**src/rtl/main_core_if.sv**
```systemverilog
// Debug/state observation bundle of the accumulator core.
interface main_core_if #(
    parameter int unsigned ADDR_W = 4,
    parameter int unsigned DATA_W = 8
);
    logic [ADDR_W-1:0] pc;
    logic [DATA_W-1:0] acc;
    logic [DATA_W-1:0] out_port;
    logic              zero;
    logic              carry;
    logic              halted;

    modport master (output pc, acc, out_port, zero, carry, halted);
    modport slave  (input  pc, acc, out_port, zero, carry, halted);
endinterface

```
**src/rtl/main_core.sv**
```systemverilog
// Single-cycle accumulator processor with an internal parameterised program ROM.
// One instruction {opcode[3:0], imm[DATA_W-1:0]} is committed per rising edge.
module main_core #(
    parameter int unsigned ADDR_W = 4,
    parameter int unsigned DATA_W = 8,
    parameter logic [(2**ADDR_W)*(DATA_W+4)-1:0] PROG = {
        12'h000, 12'h000, 12'h000, 12'h000,
        12'hF00, 12'hA00, 12'h100, 12'h90A,
        12'h220, 12'h1F0, 12'h1FF, 12'h806,
        12'h308, 12'hA00, 12'h203, 12'h105 }
) (
    input  logic        clk,
    input  logic        reset,
    main_core_if.master dbg
);
    localparam int unsigned INSTR_W = DATA_W + 4;
    localparam int unsigned DEPTH   = 2**ADDR_W;

    localparam logic [3:0] OP_LDI  = 4'h1;
    localparam logic [3:0] OP_ADDI = 4'h2;
    localparam logic [3:0] OP_SUBI = 4'h3;
    localparam logic [3:0] OP_ANDI = 4'h4;
    localparam logic [3:0] OP_ORI  = 4'h5;
    localparam logic [3:0] OP_XORI = 4'h6;
    localparam logic [3:0] OP_JMP  = 4'h7;
    localparam logic [3:0] OP_JZ   = 4'h8;
    localparam logic [3:0] OP_JC   = 4'h9;
    localparam logic [3:0] OP_OUT  = 4'hA;
    localparam logic [3:0] OP_SHL  = 4'hB;
    localparam logic [3:0] OP_SHR  = 4'hC;
    localparam logic [3:0] OP_HLT  = 4'hF;

    typedef enum logic {ST_RUN = 1'b0, ST_HALT = 1'b1} state_t;

    state_t              r_state;
    logic [ADDR_W-1:0]   r_pc;
    logic [DATA_W-1:0]   r_acc;
    logic [DATA_W-1:0]   r_out;
    logic                r_z;
    logic                r_c;

    logic [INSTR_W-1:0]  w_rom [DEPTH];
    logic [INSTR_W-1:0]  w_instr;
    logic [3:0]          w_op;
    logic [DATA_W-1:0]   w_imm;
    logic [ADDR_W-1:0]   w_pc_inc;
    logic [ADDR_W-1:0]   w_target;
    logic [DATA_W:0]     w_add;
    logic [DATA_W:0]     w_sub;
    logic [ADDR_W-1:0]   w_pc_nxt;
    logic [DATA_W-1:0]   w_acc_nxt;
    logic [DATA_W-1:0]   w_out_nxt;
    logic                w_z_nxt;
    logic                w_c_nxt;
    logic                w_upd_z;
    logic                w_halt_nxt;

    // Unpack the flat program parameter into addressable ROM words
    for (genvar g = 0; g < DEPTH; g++) begin : g_rom
        assign w_rom[g] = PROG[g*INSTR_W +: INSTR_W];
    end

    assign w_instr  = w_rom[r_pc];
    assign w_op     = w_instr[INSTR_W-1 -: 4];
    assign w_imm    = w_instr[DATA_W-1:0];
    assign w_pc_inc = r_pc + ADDR_W'(1);
    assign w_target = w_imm[ADDR_W-1:0];
    assign w_add    = {1'b0, r_acc} + {1'b0, w_imm};
    assign w_sub    = {1'b0, r_acc} - {1'b0, w_imm};

    // Decode and execute: compute next architectural state for the current instruction
    always_comb begin
        w_pc_nxt   = w_pc_inc;
        w_acc_nxt  = r_acc;
        w_out_nxt  = r_out;
        w_z_nxt    = r_z;
        w_c_nxt    = r_c;
        w_upd_z    = 1'b0;
        w_halt_nxt = 1'b0;
        case (w_op)
            OP_LDI:  begin w_acc_nxt = w_imm;                                   w_upd_z = 1'b1; end
            OP_ADDI: begin {w_c_nxt, w_acc_nxt} = w_add;                        w_upd_z = 1'b1; end
            OP_SUBI: begin w_acc_nxt = w_sub[DATA_W-1:0]; w_c_nxt = w_sub[DATA_W]; w_upd_z = 1'b1; end
            OP_ANDI: begin w_acc_nxt = r_acc & w_imm; w_c_nxt = 1'b0;           w_upd_z = 1'b1; end
            OP_ORI:  begin w_acc_nxt = r_acc | w_imm; w_c_nxt = 1'b0;           w_upd_z = 1'b1; end
            OP_XORI: begin w_acc_nxt = r_acc ^ w_imm; w_c_nxt = 1'b0;           w_upd_z = 1'b1; end
            OP_JMP:  w_pc_nxt = w_target;
            OP_JZ:   if (r_z) w_pc_nxt = w_target;
            OP_JC:   if (r_c) w_pc_nxt = w_target;
            OP_OUT:  w_out_nxt = r_acc;
            OP_SHL:  begin
                w_c_nxt   = r_acc[DATA_W-1];
                w_acc_nxt = {r_acc[DATA_W-2:0], 1'b0};
                w_upd_z   = 1'b1;
            end
            OP_SHR:  begin
                w_c_nxt   = r_acc[0];
                w_acc_nxt = {1'b0, r_acc[DATA_W-1:1]};
                w_upd_z   = 1'b1;
            end
            OP_HLT:  begin
                w_pc_nxt   = r_pc;
                w_halt_nxt = 1'b1;
            end
            default: ;
        endcase
        if (w_upd_z) begin
            w_z_nxt = (w_acc_nxt == '0);
        end
    end

    // Commit one instruction per edge while running; everything freezes once halted
    always_ff @(posedge clk or negedge reset) begin
        if (!reset) begin
            r_state <= ST_RUN;
            r_pc    <= '0;
            r_acc   <= '0;
            r_out   <= '0;
            r_z     <= 1'b0;
            r_c     <= 1'b0;
        end else if (r_state == ST_RUN) begin
            r_pc    <= w_pc_nxt;
            r_acc   <= w_acc_nxt;
            r_out   <= w_out_nxt;
            r_z     <= w_z_nxt;
            r_c     <= w_c_nxt;
            r_state <= w_halt_nxt ? ST_HALT : ST_RUN;
        end
    end

    assign dbg.pc       = r_pc;
    assign dbg.acc      = r_acc;
    assign dbg.out_port = r_out;
    assign dbg.zero     = r_z;
    assign dbg.carry    = r_c;
    assign dbg.halted   = (r_state == ST_HALT);
endmodule

```
**src/flat_wrapper.sv**
```systemverilog
// flat-port wrapper written by rule: the top's interface ports become plain ports
module main_core_flat 
#(
    parameter int unsigned ADDR_W = 4,
    parameter int unsigned DATA_W = 8,
    parameter logic [(2**ADDR_W)*(DATA_W+4)-1:0] PROG = {
        12'h000, 12'h000, 12'h000, 12'h000,
        12'hF00, 12'hA00, 12'h100, 12'h90A,
        12'h220, 12'h1F0, 12'h1FF, 12'h806,
        12'h308, 12'hA00, 12'h203, 12'h105 }
)
  (clk, reset, dbg_pc, dbg_acc, dbg_out_port, dbg_zero, dbg_carry, dbg_halted);
  main_core_if #(.ADDR_W(ADDR_W), .DATA_W(DATA_W)) dbg_i ();
  input  logic clk;
  input  logic reset;
  output wire logic [$bits(dbg_i.pc)-1:0] dbg_pc;
  output wire logic [$bits(dbg_i.acc)-1:0] dbg_acc;
  output wire logic [$bits(dbg_i.out_port)-1:0] dbg_out_port;
  output wire logic [$bits(dbg_i.zero)-1:0] dbg_zero;
  output wire logic [$bits(dbg_i.carry)-1:0] dbg_carry;
  output wire logic [$bits(dbg_i.halted)-1:0] dbg_halted;
  assign dbg_pc = dbg_i.pc;
  assign dbg_acc = dbg_i.acc;
  assign dbg_out_port = dbg_i.out_port;
  assign dbg_zero = dbg_i.zero;
  assign dbg_carry = dbg_i.carry;
  assign dbg_halted = dbg_i.halted;
  main_core #(.ADDR_W(ADDR_W), .DATA_W(DATA_W), .PROG(PROG)) u_core (.clk(clk), .reset(reset), .dbg(dbg_i));
endmodule
```
**config.mk**
```make
export PLATFORM = sky130hd
export DESIGN_NAME = main_core_flat
export DESIGN_NICKNAME = d
export VERILOG_FILES = /design/src/rtl/main_core_if.sv /design/src/rtl/main_core.sv /design/src/flat_wrapper.sv
export SDC_FILE = /design/constraint.sdc
export NUM_CORES = 1
export LEC_CHECK = 0
export BUFFER_PORTS_ARGS = -buffer_cell sky130_fd_sc_hd__buf_2
export CAP_MARGIN = 30
export CORE_ASPECT_RATIO = 1.2
export CORE_UTILIZATION = 59
export CTS_BUF_LIST = sky130_fd_sc_hd__clkbuf_4 sky130_fd_sc_hd__clkbuf_8
export DETAILED_ROUTE_END_ITERATION = 10
export PLACE_DENSITY_LB_ADDON = 0.3
export SETUP_SLACK_MARGIN = 0.3
export SLEW_MARGIN = 20
export SYNTH_ARGS = -nofsm -noshare
export SYNTH_HDL_FRONTEND = slang
export SYNTH_SLANG_ARGS = --single-unit
```
**constraint.sdc**
```tcl
create_clock -name clk -period 4.1 [get_ports clk]
set_input_delay 0.82 -clock clk [delete_from_list [all_inputs] [get_ports clk]]
set_output_delay 0.82 -clock clk [all_outputs]
set_load 0.05 [all_outputs]
```
=== After elaboration in Yosys (flattened, before gate mapping) ===
Memory sizes are Yosys's and may differ from the RTL's.
Cells that the tools add are included.

* Register bits after elaboration: 23
* Latch bits: 0
* Memory bits (writable): 0
* Bits in read-only memories: 192
* Bits of input ports: 2
* Memories: 1

* Add/sub/neg operators: 3
* Multipliers: 0
* Div/mod/pow operators: 0
* $lt $le $gt $ge: 1
* Equal/unequal tests: 13
* Shifts and indexed selects: 0
* Muxes and demuxes: 11
* Bitwise gates (word level): 6
* Reductions and logical operators: 8

{| class="wikitable"
|+ Memories
! memory !! depth !! bits a word !! read ports !! clocked after Yosys merged registers in !! wr ports !! line !! source
|-
| (name not given) || 16 || 12 || 1 || 0 || 0 || main_core.sv:63 || <nowiki>assign w_instr = w_rom[r_pc];</nowiki>
|}

{| class="wikitable"
|+ Operator list
! kind !! number
|-
| one-hot mux 8 bit (8 select lines) || 1
|-
| equality test 4 bit, second input constant || 6
|-
| 2-to-1 mux 12 bit || 2
|-
| equality test 4 x 3 -> 1 bit, second input constant || 4
|-
| one-hot mux 4 bit (4 select lines) || 1
|-
| adder 8 x 8 -> 9 bit || 1
|-
| subtractor 8 x 8 -> 9 bit || 1
|-
| bitwise AND 8 bit || 1
|-
| equality test 4 x 2 -> 1 bit, second input constant || 2
|-
| zero test 8 bit || 1
|-
| 2-to-1 mux 4 bit || 2
|-
| OR 8 bit || 1
|-
| AND reduction 2 bit || 4
|-
| OR reduction 8 bit || 1
|-
| XOR 8 bit || 1
|-
| greater-or-equal comparator 5 bit, second input constant || 1
|-
| NOT 4 -> 5 bit || 1
|-
| one-hot mux 1 bit (5 select lines) || 1
|-
| nonzero test 5 bit || 1
|-
| adder 4 x 1 -> 4 bit, second input constant || 1
|-
| equality test 4 x 1 -> 1 bit, second input constant || 1
|-
| 2-to-1 mux 1 bit || 4
|-
| OR reduction 3 bit || 1
|-
| NOT 1 bit || 2
|}

=== Depth between registers and ports, before layout ===
Gate-level depths: netlist of the first run.

* Depth in word-level cells: 8
* Depth in mapped cells: 18
* Gate-level depth less buffers: 17

=== Worst setup path before layout of the first run ===
Ideal clock, no wire load.

* Path kind: reg-to-reg
* Start point: reg u_core.r_pc[1], in the netlist u_core.dbg.pc[1]
* End point: reg u_core.r_z, in the netlist u_core.dbg.zero
* Arrival: 3536 ps
* Required time: 4033 ps
* Setup slack: 497 ps
* Stages on the path, launching flop included: 15
* Buffers on the path: 2
* Clock period less this slack: 3603 ps
* Cell sequence: dfrtp_1 > buf_2 > inv_1 > ha_1 > nand3_1 > ha_1 > clkbuf_1 > nand2_1 > nand2_1 > a31o_1 > nor4_1 > or4_1 > a21o_1 > nor4_2 > a22o_1

* Word-level cells in the longest chain between the ends: 8
* Elaborated cells on any way between the ends: 22

{| class="wikitable"
|+ RTL lines
! item !! line !! source
|-
| start: declaration || main_core.sv:36 || <nowiki>logic [ADDR_W-1:0] r_pc;</nowiki>
|-
| start signal: assignment || main_core.sv:122 || <nowiki>r_pc <= w_pc_nxt;</nowiki>
|-
| NOT 4 -> 5 bit (not written as such) (*) || main_core.sv:63 ||
|-
| memory (16 x 12 bit) (*) || n/a ||
|-
| 2-to-1 mux 12 bit (not written as such) (*) (2 in series) || main_core.sv:63 ||
|-
| parallel branches: the longest is 4 deep, another holds subtractor 8 x 8 -> 9 bit || n/a ||
|-
| end signal: assignment || main_core.sv:125 || <nowiki>r_z <= w_z_nxt;</nowiki>
|-
| end: declaration || main_core.sv:39 || <nowiki>logic r_z;</nowiki>
|}

Every way passes the cells marked *. The select of a mux whose other input is x is not followed.
A chain may end at the register's enable or synchronous reset.

=== Worst setup path in the final report of the first run ===
* Start point: reg u_core.r_pc[0], in the netlist u_core.dbg.pc[0]
* End point: reg u_core.r_z, in the netlist u_core.dbg.zero

Same word-level chain as after synthesis.

==> summary.txt, run 1 <==
proportion of synthesized area in mux cells -> 5.40%
Yosys cell types -> 69
clock tree sinks -> 23
combinational family with the most area after synthesis -> compound AO/OA/AOI/OAI gates
power per cell area -> 128 mW/mm2
clock tree root buffer cell -> sky130_fd_sc_hd__clkbuf_8
Resized cells post-CTS -> 0
area share of and/or/nand/nor cells after synthesis -> 16.7%
final max-slew violation count -> 0
adder-cell area share of the yosys netlist -> 15.6%
number of endpoints failing setup at the final stage -> 0
count of flip-flops with a built-in enable after synthesis -> 0
I/O pin cnt -> 25
most frequently used cell type in the post-synthesis netlist -> sky130_fd_sc_hd__ha_1
CTS clk-pin slew, worst paths -> 80 ps
aggregate global routing overflow -> 0
share of the yosys chip area belonging to registers -> 21.4%
Worst R2R Start -> u_core.dbg.pc[0]
Setup Skew -> 6.54 ps
worst endpoint required time -> 4310 ps
Yosys warning count -> 0
cell area after layout -> 0.00291 mm2
Final Hold Violating Endpoints -> 0
depth of the CTS H-tree -> 1
setup repair bufs after CTS -> 0
area of the die -> 0.00483 mm2
top cell type's share of synthesized area -> 21.4%
pin slew with the least headroom to its limit -> 695 ps
depth of the worst register-to-register path -> 12
net switching power of the design -> 77.1 uW
worst slew margin relative to its limit -> 53.3%
final critical-path required period -> 3590 ps
NumNets Final -> 380
clock buffer count from CTS -> 3
outcome -> complete, no violations
placed cell count -> 395
cell mode on critical path -> sky130_fd_sc_hd__nand2_1
maximum count of clock buffers along a single path -> 2
number of vias per cell after detailed routing -> 6.90
setup repair after global routing missed its margin -> no
share of flip-flops with an asynchronous set or reset -> 100%
Switching Fraction -> 20.7%
starting density of the core -> 62.1%
weighted congestion reported at the end of routability-driven placement -> 1.01
global-route wire length before repair -> 13100 um
highest-delay cell along the critical path -> sky130_fd_sc_hd__ha_1
worst reg2reg setup slack -> 510 ps
static leakage -> 0.00122 uW
y dimension of the die -> 75.9 um
number of instances in the synthesized netlist -> 324
die span in x -> 63.6 um
core utilization of the finished layout -> 67.2%
flops & latches, synth -> 23
placement row count -> 26
Setup crit start kind -> register
hold buffers post-CTS -> 0
minimum hold slack -> 506 ps
Critical Path Max Stage Delay -> 610 ps
post-DR wirelength/cell -> 19.8 um
HPWL reported at the end of detailed placement -> 6150 um
share of the cycle needed by the critical path after routing -> 87.6%
Setup TNS Final -> 0 ps
classification of the worst setup path -> reg2reg
fraction of final layout cells sized beyond drive strength 1 -> 19.2%
cell area after synthesis -> 0.00269 mm2
antenna diode count -> 0
maximum clock rate -> 0.278 GHz
area of placed instances -> 0.00285 mm2
Int Power -> 295 uW
max-capacitance violation count -> 0
share of the synthesized area in compound gates (AO/OA/AOI/OAI) -> 30.8%
Synth Area in XOR/XNOR -> 2.89%
clock share of power -> 37.9%
number of global-route vias before repair -> 2622
CP Capture Type -> register
worst min-delay path class -> in2async
post-synth top area cell -> sky130_fd_sc_hd__dfrtp_1
final instance count without filler cells -> 400
CP Max Fanout -> 8
final wirelength -> 7940 um
clock tree from TritonCTS -> built
Max IR drop VDD -> 0.202 mV
number of design rule violations left after detail routing -> 0
crit path DAT -> 3800 ps
synth top area cells -> sky130_fd_sc_hd__dfrtp_1, sky130_fd_sc_hd__ha_1, sky130_fd_sc_hd__a21oi_1
Cell Chain, Critical Path -> inv_1 > ha_2 > nand3_1 > ha_1 > nand2_1 > nand2_1 > a31o_1 > nor4_1 > or4_1 > a21o_1 > nor4_2 > a22o_1
reg2reg end -> u_core.dbg.zero
Port-buffer cells -> 24
ANT nets after route -> 0
via count -> 2759
pin count of the biggest net entering global routing -> 24
Mean Syn Cell Area -> 8.29 um2
total track usage -> 34.5%
Synth top cells by count -> sky130_fd_sc_hd__ha_1, sky130_fd_sc_hd__a21oi_1, sky130_fd_sc_hd__inv_1
register share of total power -> 60.9%
Area Growth Syn to Fin -> 8.29%
core area -> 0.00433 mm2
dominant synthesized flop cell -> sky130_fd_sc_hd__dfrtp_1
violation count after the first detailed-route iteration -> 318
Combinational Power Share -> 1.2%
DR pass1 iterations -> 6
number of antenna violations at the first check in global routing -> 0
nets in the synthesized netlist -> 359
worst-skew pair later-pin latency -> 270 ps
==> worst max-delay path: cells and delay by family (launching register included) <==
family / cells / cell delay [ps]
AO/OA/AOI/OAI: 3 / 550
adder cells (fa/ha/maj): 2 / 1000
buffers and inverters: 1 / 150
flip-flops: 1 / 500
AND/OR/NAND/NOR: 6 / 1340
==> through the flow <==
step / setup slack, ps / total power [uW]
2_1_floorplan: 497 / 231
3_3_place_gp: 523 / 236
3_5_place_dp: 441 / 236
4_1_cts: 415 / 374
5_1_grt: 327 / 380
6_report: 507 / 372
==> power groups by stage <==
stage                     clock (uW)  sequential [uW]  combinational (uW)
after global routing             148              227                5.49
after detailed placement           0              231                4.74
after global placement             0              231                4.57
after CTS                        142              227                4.78
final                            141              227                4.44
after floorplan                    0              231            0.000817
==> cells by family (layout without fill, tap and decap cells) <==
kind of cell / after synthesis / in the layout
AND/OR/NAND/NOR: 87 / 87
flip-flops: 23 / 23
buffers and inverters: 46 / 66
AO/OA/AOI/OAI: 114 / 114
multiplexers: 13 / 13
XOR/XNOR: 8 / 8
adder cells (fa/ha/maj): 33 / 33
==> worst max-delay path by stage <==
stage / startpoint / to / slack, ps / cells past startpoint
floorplan: u_core.dbg.pc[1] / u_core.dbg.zero / 500 / 14
global placement: u_core.dbg.pc[1] / u_core.dbg.zero / 520 / 14
detailed placement: u_core.dbg.pc[1] / u_core.dbg.zero / 440 / 14
CTS: u_core.dbg.pc[1] / u_core.dbg.zero / 420 / 14
global route: u_core.dbg.pc[0] / u_core.dbg.zero / 330 / 12
finish: u_core.dbg.pc[0] / u_core.dbg.zero / 510 / 12
==> registers in the layout, indices dropped and copies added (netlist names) <==
signal	count
u_core.dbg.acc	8
u_core.dbg.carry	1
u_core.dbg.halted	1
u_core.dbg.out_port	8
u_core.dbg.pc	4
u_core.dbg.zero	1
==> cell type report <==
class	count	area [um2]
multi-input cells	255	1930
repair buffers	31	173
inverters	31	116
flip-flops and latches	23	578
fillers	386	1420
clock buffers	3	41.3
well taps	56	70.1
clock inverters	1	5.00
==> metal layers <==
metal	vias up	global-route usage, %	routed length, um
met5	-	0	0
met4	0	20.7	463
met3	45	5.42	619
met2	163	53.9	3760
met1	1310	43.9	3100
li1	1241	-	-
==> placed cells by master (no fill, tap or decap), types with 8 or more instances in the layout <==
master,instances
sky130_fd_sc_hd__dfrtp_1,21
sky130_fd_sc_hd__nand2_1,24
sky130_fd_sc_hd__buf_2,24
sky130_fd_sc_hd__nor3_1,8
sky130_fd_sc_hd__inv_1,31
sky130_fd_sc_hd__mux2_2,8
sky130_fd_sc_hd__o21ai_0,10
sky130_fd_sc_hd__nor2_1,21
sky130_fd_sc_hd__ha_1,30
sky130_fd_sc_hd__a21oi_1,31
No activity file was read; power rests on OpenSTA's default activity.
==> inputs of run 2 (changes only) <==
Settings changed: REMOVE_ABC_BUFFERS from default to 1.
==> run 2 against run 1 <==
Net effect:
- utilization unchanged
- combinational power increased by 2%
- flip-flop and latch count unchanged
- sequential power about the same
- highest routed layer unchanged
- via count increased by 0.58%
- largest cell class unchanged
- register-to-register slack about the same
- fmax about the same
==> summary.txt, run 2 (synthesis results as in run 1) <==
outcome -> complete, no violations (unchanged)
DR pass1 iterations -> 6 (unchanged)
Setup Skew -> 3.22 ps (was 6.54 ps)
hold buffers post-CTS -> 0 (unchanged)
worst slew margin relative to its limit -> 40.0% (was 53.3%)
NumNets Final -> 380 (unchanged)
number of vias per cell after detailed routing -> 6.94 (was 6.90)
capture endpoint of the worst hold path -> u_core.dbg.out_port[0]
area of the die -> 0.00483 mm2 (unchanged)
ANT nets after route -> 0 (unchanged)
crit path DAT -> 3800 ps (about the same)
clock tree root buffer cell -> sky130_fd_sc_hd__clkbuf_8 (unchanged)
final wirelength -> 8020 um (was 7940 um)
aggregate global routing overflow -> 0 (unchanged)
number of antenna violations at the first check in global routing -> 0 (unchanged)
Setup crit start kind -> register (unchanged)
final critical-path required period -> 3590 ps (about the same)
fraction of final layout cells sized beyond drive strength 1 -> 19.2% (unchanged)
number of global-route vias before repair -> 2627 (was 2622)
source of the worst hold timing path -> u_core.dbg.out_port[0]
clock tree from TritonCTS -> built (unchanged)
reg2reg end -> u_core.dbg.zero (unchanged)
max-capacitance violation count -> 0 (unchanged)
clock buffer count from CTS -> 3 (unchanged)
CP Capture Type -> register (unchanged)
pin slew with the least headroom to its limit -> 893 ps (was 695 ps)
classification of the worst setup path -> reg2reg (unchanged)
post-DR wirelength/cell -> 20.0 um (was 19.8 um)
Worst R2R Start -> u_core.dbg.pc[1] (was u_core.dbg.pc[0])
maximum clock rate -> 0.278 GHz (about the same)
Port-buffer cells -> 24 (unchanged)
Final Hold Violating Endpoints -> 0 (unchanged)
maximum count of clock buffers along a single path -> 2 (unchanged)
Area Growth Syn to Fin -> 8.29% (unchanged)
clock tree sinks -> 23 (unchanged)
minimum hold slack -> 504 ps (was 506 ps)
setup repair bufs after CTS -> 0 (unchanged)
pin count of the biggest net entering global routing -> 24 (unchanged)
HPWL reported at the end of detailed placement -> 6110 um (was 6150 um)
share of the cycle needed by the critical path after routing -> 87.6% (about the same)
global-route wire length before repair -> 13200 um (was 13100 um)
CP Max Fanout -> 11 (was 8)
number of design rule violations left after detail routing -> 0 (unchanged)
weighted congestion reported at the end of routability-driven placement -> 0.986 (was 1.01)
worst-skew pair later-pin latency -> 260 ps (was 270 ps)
via count -> 2775 (was 2759)
static leakage -> 0.00122 uW (about the same)
Resized cells post-CTS -> 0 (unchanged)
final max-slew violation count -> 0 (unchanged)
most frequent cells in the layout -> sky130_fd_sc_hd__inv_1, sky130_fd_sc_hd__a21oi_1, sky130_fd_sc_hd__ha_1, sky130_fd_sc_hd__nand2_1, sky130_fd_sc_hd__buf_2 (unchanged)
y dimension of the die -> 75.9 um (unchanged)
violation count after the first detailed-route iteration -> 325 (was 318)
core utilization of the finished layout -> 67.2% (unchanged)
Setup TNS Final -> 0 ps (unchanged)
starting density of the core -> 62.1% (unchanged)
die span in x -> 63.6 um (unchanged)
depth of the CTS H-tree -> 1 (unchanged)
total track usage -> 34.5% (about the same)
antenna diode count -> 0 (unchanged)
CTS clk-pin slew, worst paths -> 80 ps (about the same)
placement row count -> 26 (unchanged)
Max IR drop VDD -> 0.246 mV (was 0.202 mV)
worst reg2reg setup slack -> 510 ps (about the same)
number of endpoints failing setup at the final stage -> 0 (unchanged)
depth of the worst register-to-register path -> 14 (was 12)
setup repair after global routing missed its margin -> no (unchanged)
worst min-delay path class -> reg2reg (was in2async)
I/O pin cnt -> 25 (unchanged)
power per cell area -> 127 mW/mm2 (was 128 mW/mm2)
core area -> 0.00433 mm2 (unchanged)
WHS Path Cells -> 1
worst endpoint required time -> 4310 ps (about the same)
[run 2: cell count changes in the layout (fill, tap and decap cells not counted), sizes merged]
| cell | delta |
|---|---|
| clkbuf | -1 |
| buf | +1 |
[run 2: through the flow]
| stage | std cells | total power (uW) | setup WS [ps] | instance area (um2) |
|---|---|---|---|---|
| 2_1_floorplan | 309 | 231 | 368 | 2610 |
| 3_3_place_gp | 396 | 236 | 476 | 2850 |
| 3_5_place_dp | 396 | 236 | 426 | 2850 |
| 4_1_cts | 400 | 373 | 387 | 2900 |
| 5_1_grt | 400 | 381 | 353 | 2910 |
| 6_report | 400 | 370 | 507 | 2910 |
[run 2: worst max-delay path, stage by stage (launching register included)]
cell	delay [ps]
sky130_fd_sc_hd__dfrtp_2	490
sky130_fd_sc_hd__inv_1	170
sky130_fd_sc_hd__ha_2	280
sky130_fd_sc_hd__nand2_1	140
sky130_fd_sc_hd__nand2_1	90
sky130_fd_sc_hd__nand2_1	140
sky130_fd_sc_hd__ha_2	360
sky130_fd_sc_hd__nor3_1	220
sky130_fd_sc_hd__a311o_1	200
sky130_fd_sc_hd__a31o_1	230
sky130_fd_sc_hd__nor4_1	60
sky130_fd_sc_hd__or4_1	550
sky130_fd_sc_hd__a21o_1	220
sky130_fd_sc_hd__nor4_2	230
sky130_fd_sc_hd__a22o_1	150
[run 2: layer usage]
| layer | vias to the layer above | share of wire, % | global-route usage [%] |
|---|---|---|---|
| met3 | 51 | 7.7 | 4.97 |
| li1 | 1237 | - | - |
| met2 | 195 | 48 | 55.1 |
| met1 | 1292 | 38 | 43.1 |
| met4 | 0 | 6.3 | 21.6 |
| met5 | - | 0 | 0 |
[run 2: area by class of cell]
type / count / area (um2)
multi-input cells: 255 / 1930
fillers: 368 / 1420
flip-flops and latches: 23 / 578
repair buffers: 31 / 173
inverters: 31 / 116
well taps: 56 / 70.1
clock buffers: 3 / 41.3
clock inverters: 1 / 5.00
[run 2: worst max-delay path by stage]
stage               slack, ps              from              end  cells past startpoint
floorplan                 370  u_core.dbg.pc[1]  u_core.dbg.zero                     11
global placement          480  u_core.dbg.pc[1]  u_core.dbg.zero                     14
detailed placement        430  u_core.dbg.pc[1]  u_core.dbg.zero                     14
CTS                       390  u_core.dbg.pc[1]  u_core.dbg.zero                     14
global route              350  u_core.dbg.pc[0]  u_core.dbg.zero                     14
finish                    510  u_core.dbg.pc[1]  u_core.dbg.zero                     14
[run 2: where the power goes]
group	total [uW]	switching, uW	leakage (uW)	internal [uW]
combinational	4.55	4.21	0.000911	0.340
clock	139	70.9	0.0000255	67.8
sequential	227	0	0.000283	227
total	370	75.1	0.00122	295
